===== src/rtl/cpu_types_pkg.sv =====
// Shared CPU types: RAM handshake states, arbiter FSM states and the machine word.
package cpu_types_pkg;

    localparam int WORD_W = 32;

    typedef logic [WORD_W-1:0] word_t;

    typedef enum logic [1:0] {
        FREE   = 2'd0,
        BUSY   = 2'd1,
        ACCESS = 2'd2,
        ERROR  = 2'd3
    } ramstate_t;

    typedef enum logic [2:0] {
        IDLE,
        DGNT,
        IGNT,
        HALTED,
        ERR
    } arb_state_t;

endpackage


===== src/rtl/mem_arb_wdog.sv =====
// Grant watchdog: counts stalled grant cycles and raises term once TIMEOUT-1 is reached.
module mem_arb_wdog #(
    parameter int TIMEOUT = 16
) (
    input  logic clk,
    input  logic srst,
    input  logic clr,
    input  logic en,
    output logic term
);

    localparam int CW = $clog2(TIMEOUT);
    localparam logic [CW-1:0] LAST = CW'(TIMEOUT - 1);

    logic [CW-1:0] cnt_reg;

    // Saturates at LAST so a stuck grant cannot wrap back to a non-terminal count.
    always_ff @(posedge clk) begin
        if (srst || clr) begin
            cnt_reg <= '0;
        end else if (en && (cnt_reg != LAST)) begin
            cnt_reg <= cnt_reg + 1'b1;
        end
    end

    assign term = (cnt_reg == LAST);

endmodule


===== src/rtl/mem_arbiter.sv =====
// Instruction/data arbiter for the single-ported RAM, with halt drain and hung-RAM watchdog.
// Optional MEM_ARBITER_STATS_EN adds grant and stall counters.
module mem_arbiter
    import cpu_types_pkg::*;
#(
    parameter int ADDR_W  = 32,
    parameter int DATA_W  = 32,
    parameter int TIMEOUT = 16
) (
    input  logic              CLK,
    input  logic              RST,
    input  logic              iREN,
    input  logic [ADDR_W-1:0] iaddr,
    output logic [DATA_W-1:0] iload,
    output logic              iwait,
    input  logic              dREN,
    input  logic              dWEN,
    input  logic [ADDR_W-1:0] daddr,
    input  logic [DATA_W-1:0] dstore,
    output logic [DATA_W-1:0] dload,
    output logic              dwait,
    input  logic              halt,
    output logic              halted,
    output logic              err,
    output logic              ramREN,
    output logic              ramWEN,
    output logic [ADDR_W-1:0] ramaddr,
    output logic [DATA_W-1:0] ramstore,
    input  logic [DATA_W-1:0] ramload,
    input  logic [1:0]        ramstate
`ifdef MEM_ARBITER_STATS_EN
    ,
    output word_t             stat_igrants,
    output word_t             stat_dgrants,
    output word_t             stat_stalls
`endif
);

    arb_state_t state_reg, state_next;
    logic       last_d_reg, last_d_next;
    ramstate_t  rs;
    logic       dreq;
    logic       grant;
    logic       icomplete, dcomplete;
    logic       wdog_term;

    assign rs    = ramstate_t'(ramstate);
    assign dreq  = dREN | dWEN;
    assign grant = (state_reg == DGNT) || (state_reg == IGNT);

    always_ff @(posedge CLK) begin
        if (RST) begin
            state_reg  <= IDLE;
            last_d_reg <= 1'b0;
        end else begin
            state_reg  <= state_next;
            last_d_reg <= last_d_next;
        end
    end

    always_comb begin
        state_next  = state_reg;
        last_d_next = last_d_reg;
        iwait       = 1'b1;
        dwait       = 1'b1;
        iload       = '0;
        dload       = '0;
        ramREN      = 1'b0;
        ramWEN      = 1'b0;
        ramaddr     = '0;
        ramstore    = '0;
        icomplete   = 1'b0;
        dcomplete   = 1'b0;

        case (state_reg)
            IDLE: begin
                // Data wins unless it was served last and an instruction fetch is waiting.
                if (dreq && !(last_d_reg && iREN && !halt)) begin
                    state_next = DGNT;
                end else if (iREN && !halt) begin
                    state_next = IGNT;
                end else if (halt) begin
                    state_next = HALTED;
                end
            end

            DGNT: begin
                ramaddr = daddr;
                if (dWEN) begin
                    ramWEN   = 1'b1;
                    ramstore = dstore;
                end else if (dREN) begin
                    ramREN = 1'b1;
                end

                if (rs == ERROR) begin
                    state_next = ERR;
                end else if (!dreq) begin
                    state_next = IDLE;
                end else if (rs == ACCESS) begin
                    dwait       = 1'b0;
                    dload       = ramload;
                    dcomplete   = 1'b1;
                    last_d_next = 1'b1;
                    state_next  = IDLE;
                end else if (wdog_term) begin
                    state_next = ERR;
                end
            end

            IGNT: begin
                ramaddr = iaddr;
                ramREN  = iREN;

                if (rs == ERROR) begin
                    state_next = ERR;
                end else if (!iREN) begin
                    state_next = IDLE;
                end else if (rs == ACCESS) begin
                    iwait       = 1'b0;
                    iload       = ramload;
                    icomplete   = 1'b1;
                    last_d_next = 1'b0;
                    state_next  = IDLE;
                end else if (wdog_term) begin
                    state_next = ERR;
                end
            end

            HALTED: state_next = HALTED;
            ERR:    state_next = ERR;
            default: state_next = IDLE;
        endcase
    end

    assign halted = (state_reg == HALTED);
    assign err    = (state_reg == ERR);

    mem_arb_wdog #(
        .TIMEOUT(TIMEOUT)
    ) u_wdog (
        .clk  (CLK),
        .srst (RST),
        .clr  (!grant || icomplete || dcomplete),
        .en   (grant && (rs != ACCESS)),
        .term (wdog_term)
    );

`ifdef MEM_ARBITER_STATS_EN
    logic [2:0] stat_inc;

    // Bit order: instruction completions, data completions, stalled request cycles.
    assign stat_inc = {(iREN | dreq) && !(icomplete || dcomplete), dcomplete, icomplete};

    for (genvar gi = 0; gi < 3; gi++) begin : g_stat
        word_t cnt_reg;
        always_ff @(posedge CLK) begin
            if (RST) begin
                cnt_reg <= '0;
            end else if (stat_inc[gi]) begin
                cnt_reg <= cnt_reg + 1'b1;
            end
        end
    end

    assign stat_igrants = g_stat[0].cnt_reg;
    assign stat_dgrants = g_stat[1].cnt_reg;
    assign stat_stalls  = g_stat[2].cnt_reg;
`endif

endmodule

===== config.mk =====
export PLATFORM = sky130hd
export DESIGN_NAME = mem_arbiter
export DESIGN_NICKNAME = d
export VERILOG_FILES = /design/src/rtl/cpu_types_pkg.sv /design/src/rtl/mem_arb_wdog.sv /design/src/rtl/mem_arbiter.sv
export SDC_FILE = /design/constraint.sdc
export NUM_CORES = 1
export LEC_CHECK = 0
export ABC_AREA = 1
export CAP_MARGIN = 10
export CORE_AREA = 2 2 106 108
export DETAILED_ROUTE_END_ITERATION = 12
export DIE_AREA = 0 0 108 110
export DONT_BUFFER_PORTS = 1
export PLACE_DENSITY = 0.34
export SLEW_MARGIN = 10
export SYNTH_ARGS = -nofsm -noshare
export SYNTH_HDL_FRONTEND = slang
export SYNTH_HIERARCHICAL = 1
export SYNTH_SLANG_ARGS = --single-unit

===== constraint.sdc =====
create_clock -name CLK -period 1.83 [get_ports CLK]
set_input_delay 0.2745 -clock CLK [delete_from_list [all_inputs] [get_ports CLK]]
set_output_delay 0.2745 -clock CLK [all_outputs]
set_load 0.03 [all_outputs]

* Word level (Yosys, flattened, before mapping)
Cells that the tools add are included.
Word-level totals: register bits after elaboration 8, input port bits 136, output and inout bits 134, word-level logic and storage cells 83
Cells by class: add/sub/neg operators 1, equal/unequal tests 16, muxes and demuxes 46, bitwise gates (word level) 1, reduce and logical (&&, ||, !) cells 16
Operators with widths (count):
- $mux 32 | 9
- $pmux 32 s2 | 1
- $mux 3 | 9
- $mux 1 | 24
- $pmux 3 s5 | 1
- $ne 2x2->1 const B | 5
- $ne 4x4->1 const B | 2
- $reduce_and 7->1 | 1
- $eq 3x2->1 const B | 2
- $logic_and 1x1->1 | 6
- $add 4x1->4 const B | 1
- $eq 2x2->1 const B | 2
- $eq 4x4->1 const B | 1
- $logic_or 1x1->1 | 4
- $ne 2x1->1 const B | 2
- $pmux 1 s2 | 2
- $eq 3x1->1 const B | 1
- $eq 3x3->1 const B | 1
- $logic_not 1->1 | 3
- $logic_not 3->1 | 1
- $reduce_bool 2->1 | 1
- $or 1x1->1 | 1

* Depth between registers and ports, before layout
word-level depth 8, mapped depth 9, mapped depth without buffers 8

* Cells and area by module
The synthesis kept the hierarchy.
Modules (own cells, without submodules):
- mem_arbiter | times used 1, cells an instance 280, area each 1423.9 sq um, seq. area each 80.1 sq um
- mem_arb_wdog | times used 1, cells an instance 29, area each 200.2 sq um, seq. area each 80.1 sq um

* Worst setup path before layout
No wires, ideal clock.
path type flip-flop to output port, start reg state_reg[1], end out ramREN, arrival 1443 ps, path slack 112 ps, cell stages (with the launch flop) 5, path buffers 1, cell sequence dfxtp_1 > inv_1 > nand3_1 > buf_4 > o31ai_1
Between the ends: word-level cells in the longest chain between the ends 2, elaborated cells on any way between the ends 3
RTL lines:
- from (decl) | line mem_arbiter.sv:39 | arb_state_t state_reg, state_next;
- from (signal assigned) | line mem_arbiter.sv:56 | state_reg <= state_next;
- $eq 3x2->1 or $eq 3x1->1 (tied branches) | line mem_arbiter.sv:75 | case (state_reg)
- $pmux 1 s2 (*) | line mem_arbiter.sv:75
- to (decl) | line mem_arbiter.sv:25 | output logic ramREN,
Every way passes the cells marked *; elsewhere a longest branch is shown, timed or not.

* Final worst setup path
start reg state_reg[2], end out ramREN
The elaborated chain is that of the path after synthesis.

==> results.ini <==
[route]
drtIter0Drc = 84
top_layer = met4
met3_wirelength_um = 753
drc = 0
drt-total-wl_um = 8000
dr_wl_met2_um = 4018
met1_length_um = 3177
wl_per_cell_um = 13.94
detail-route-antenna-nets = 0
dr_total_vias = 2476
avgViaCountPerCell = 4.314
firstDrtPassIters = 4

[clock_tree]
numCtsBuffers = 3
ctsHoldBuffers = 0
clk_path_buf_depth = 2
tritoncts = yes
cts_sinks = 8
cts_max_level = 1
clockRootBuffer = clkbuf_8
clk_latency_ns = 0.22
clk_pin_slew_ns = 0.04

[timing]
worst_pin_slew_ns = 0.5420
fin_setup_tns_ns = 0
final.period_utilization = 0.9872
hold_viol_final = 0
min_period_ns = 1.807
rsz0062_at_grt = true
final_max_slew_viol_count = 0
timing.slew.headroom = 0.6382
fmax_mhz = 553.5
setup_viol = 0
fin_worst_skew_ns = 0.001453

[floorplan]
rows = 38
start_util = 0.1518
dieWidth_um = 108
fp.dieH_um = 110
core_area_sq_um = 10700
dieArea_sq_um = 11880
io_pins = 270

[global_route]
antenna_found_initial = 0
grt_pass1_vias = 2014
overflow = 0
grt_max_degree = 38
grt_usage = 0.1066
grt_pass1_wl_um = 10050

[critical_path]
rr_startpoint = state_reg[2]$_SDFFE_PP0P_
r2r_cells = 7
cp.required_ns = 1.56
r2r_end = u_wdog/cnt_reg[2]$_SDFFE_PP0P_
critPathKind = reg2out
critPathArrivalTime_ns = 1.53
crit_top_cell = buf_4
endpoint_kind = output pin
path_cells = inv_1 > nand3_1 > buf_4 > o31ai_1 > buf_4
cp_slowest_cell = dfxtp_2
crit_fanout = 37
start_kind = flop
slowest_delay_ns = 0.33
worst-r2r-setup-slack_ns = 0.18

[logic_synthesis]
synth_top_area_share = 0.2542
postSynthAreaPerCell_sq_um = 5.256
yosys.area.top_type = nor2_1
ys_ff_latch = 8
synthTopCellsByArea = nor2_1, a22o_1, nand2_1
yosys_warnings = 6
synthesis.nets = 446
syn_inst = 309
yosysUniqueCellTypes = 23
yosysSeqAreaShare = 0.09861
netlist_area_sq_um = 1624

[outcome]
outcome = complete, no violations

[power_and_ir_drop]
power_density_nw_per_um2 = 555.7
power_mw = 1.579
p_leak_nw = 1.623
vdd_drop_max_mv = 0.2297

[cells_and_area]
final_util = 0.2656
largest_register_ffs = 4
drive_gt1_frac = 0.3756
syn_to_final_growth_pct = 74.96
final_nets = 573
stdcell_count = 574
n_antenna_cell = 0

[hold_path]
hold_end = state_reg[2]$_SDFFE_PP0P_
hp-start = RST
hold_path_class = in2reg
holdPathStages = 1

[placement]
gp_congestion = 0.7827
dpl.hpwl_um = 6453
io_buffer_count = 0
dp.cells = 567

[run]
drv_cap = 0

## routing by layer
metal	vias to the layer above	GRT usage
met3	4	0.01646
li1	1213	-
met5	-	0
met1	1103	0.1310
met2	156	0.1968
met4	0	0.02198
## layout make-up
type / instances / area, sq um
fillers: 1195 / 7856
multi-input cells: 234 / 1191
repair buffers: 139 / 1081
inverters: 50 / 191.4
well taps: 140 / 175.2
flip-flops and latches: 8 / 161.4
clock buffers: 3 / 41.29
## repair_timing
item,in CTS,in global routing
resized for setup,0,8
setup endpoints to repair,37,71
buffers inserted,0,1
gates cloned,1,2
## power breakdown
part	internal, mW	switching (mW)	total [mW]
Combinational	0.410	0.762	1.17
Clock	0.142	0.0639	0.206
Sequential	0.188	0.0122	0.201
Total	0.740	0.839	1.58
## synth_stat cells
cell,instances
buf_4,1
ha_1,1
nand3_4,2
a22o_1,32
nand2_2,2
nand3b_1,1
nor2_2,10
nand2_1,50
dfxtp_1,8
a21oi_1,7
o21ai_0,4
nor2_1,110
buf_2,10
o31ai_1,1
inv_2,1
nand4_1,3
inv_1,48
clkinv_2,1
nand3_2,1
clkbuf_1,3
buf_6,6
a31oi_1,1
nand3_1,6
## cell usage in the layout, fill, tap and decap left out, types with 4 or more instances in the layout
master and n:
inv_1 48, nand2_1 50, o21ai_0 4, nor2_1 110, a21oi_1 7, nor2_2 10
a22o_1 32, buf_4 136, nand3_4 5, nand3_1 6, dfxtp_1 7
## worst max-delay path by stage
stage                     cells past startpoint         end  slack [ns]                       from
after floorplan                               4      ramREN        0.11  state_reg[1]$_SDFFE_PP0P_
after global placement                        6    dload[6]        0.19                ramstate[0]
after detailed placement                      6    dload[6]        0.15  state_reg[2]$_SDFFE_PP0P_
after CTS                                     6   dload[10]        -0.1  state_reg[2]$_SDFFE_PP0P_
after global routing                          6  ramaddr[9]       -0.04  state_reg[2]$_SDFFE_PP0P_
final                                         5      ramREN        0.02  state_reg[2]$_SDFFE_PP0P_
## worst max-delay path, delay by kind of cell (launching register included)
family                 cells  cell delay, ns
AO/OA/AOI/OAI              1            0.26
buffers and inverters      3            0.58
flip-flops                 1            0.33
AND/OR/NAND/NOR            1            0.14
## cells by family after synthesis
kind of cell,synth area share
buffers and inverters,0.2003
AO/OA/AOI/OAI,0.2149
flip-flops,0.09861
adder cells (fa/ha/maj),0.007703
AND/OR/NAND/NOR,0.4784
## per-stage QoR
stage	instance area, sq um	hold slack (ns)	setup slack [ns]
floorplan	1624	0.3436	0.1124
global placement	2724	0.3544	0.1929
detailed placement	2724	0.3550	0.1496
CTS	2775	0.1166	-0.09756
global route	2841	0.1116	-0.03681
finish	2841	0.1135	0.02342
Note: power is estimated with default switching activity, not from simulation.
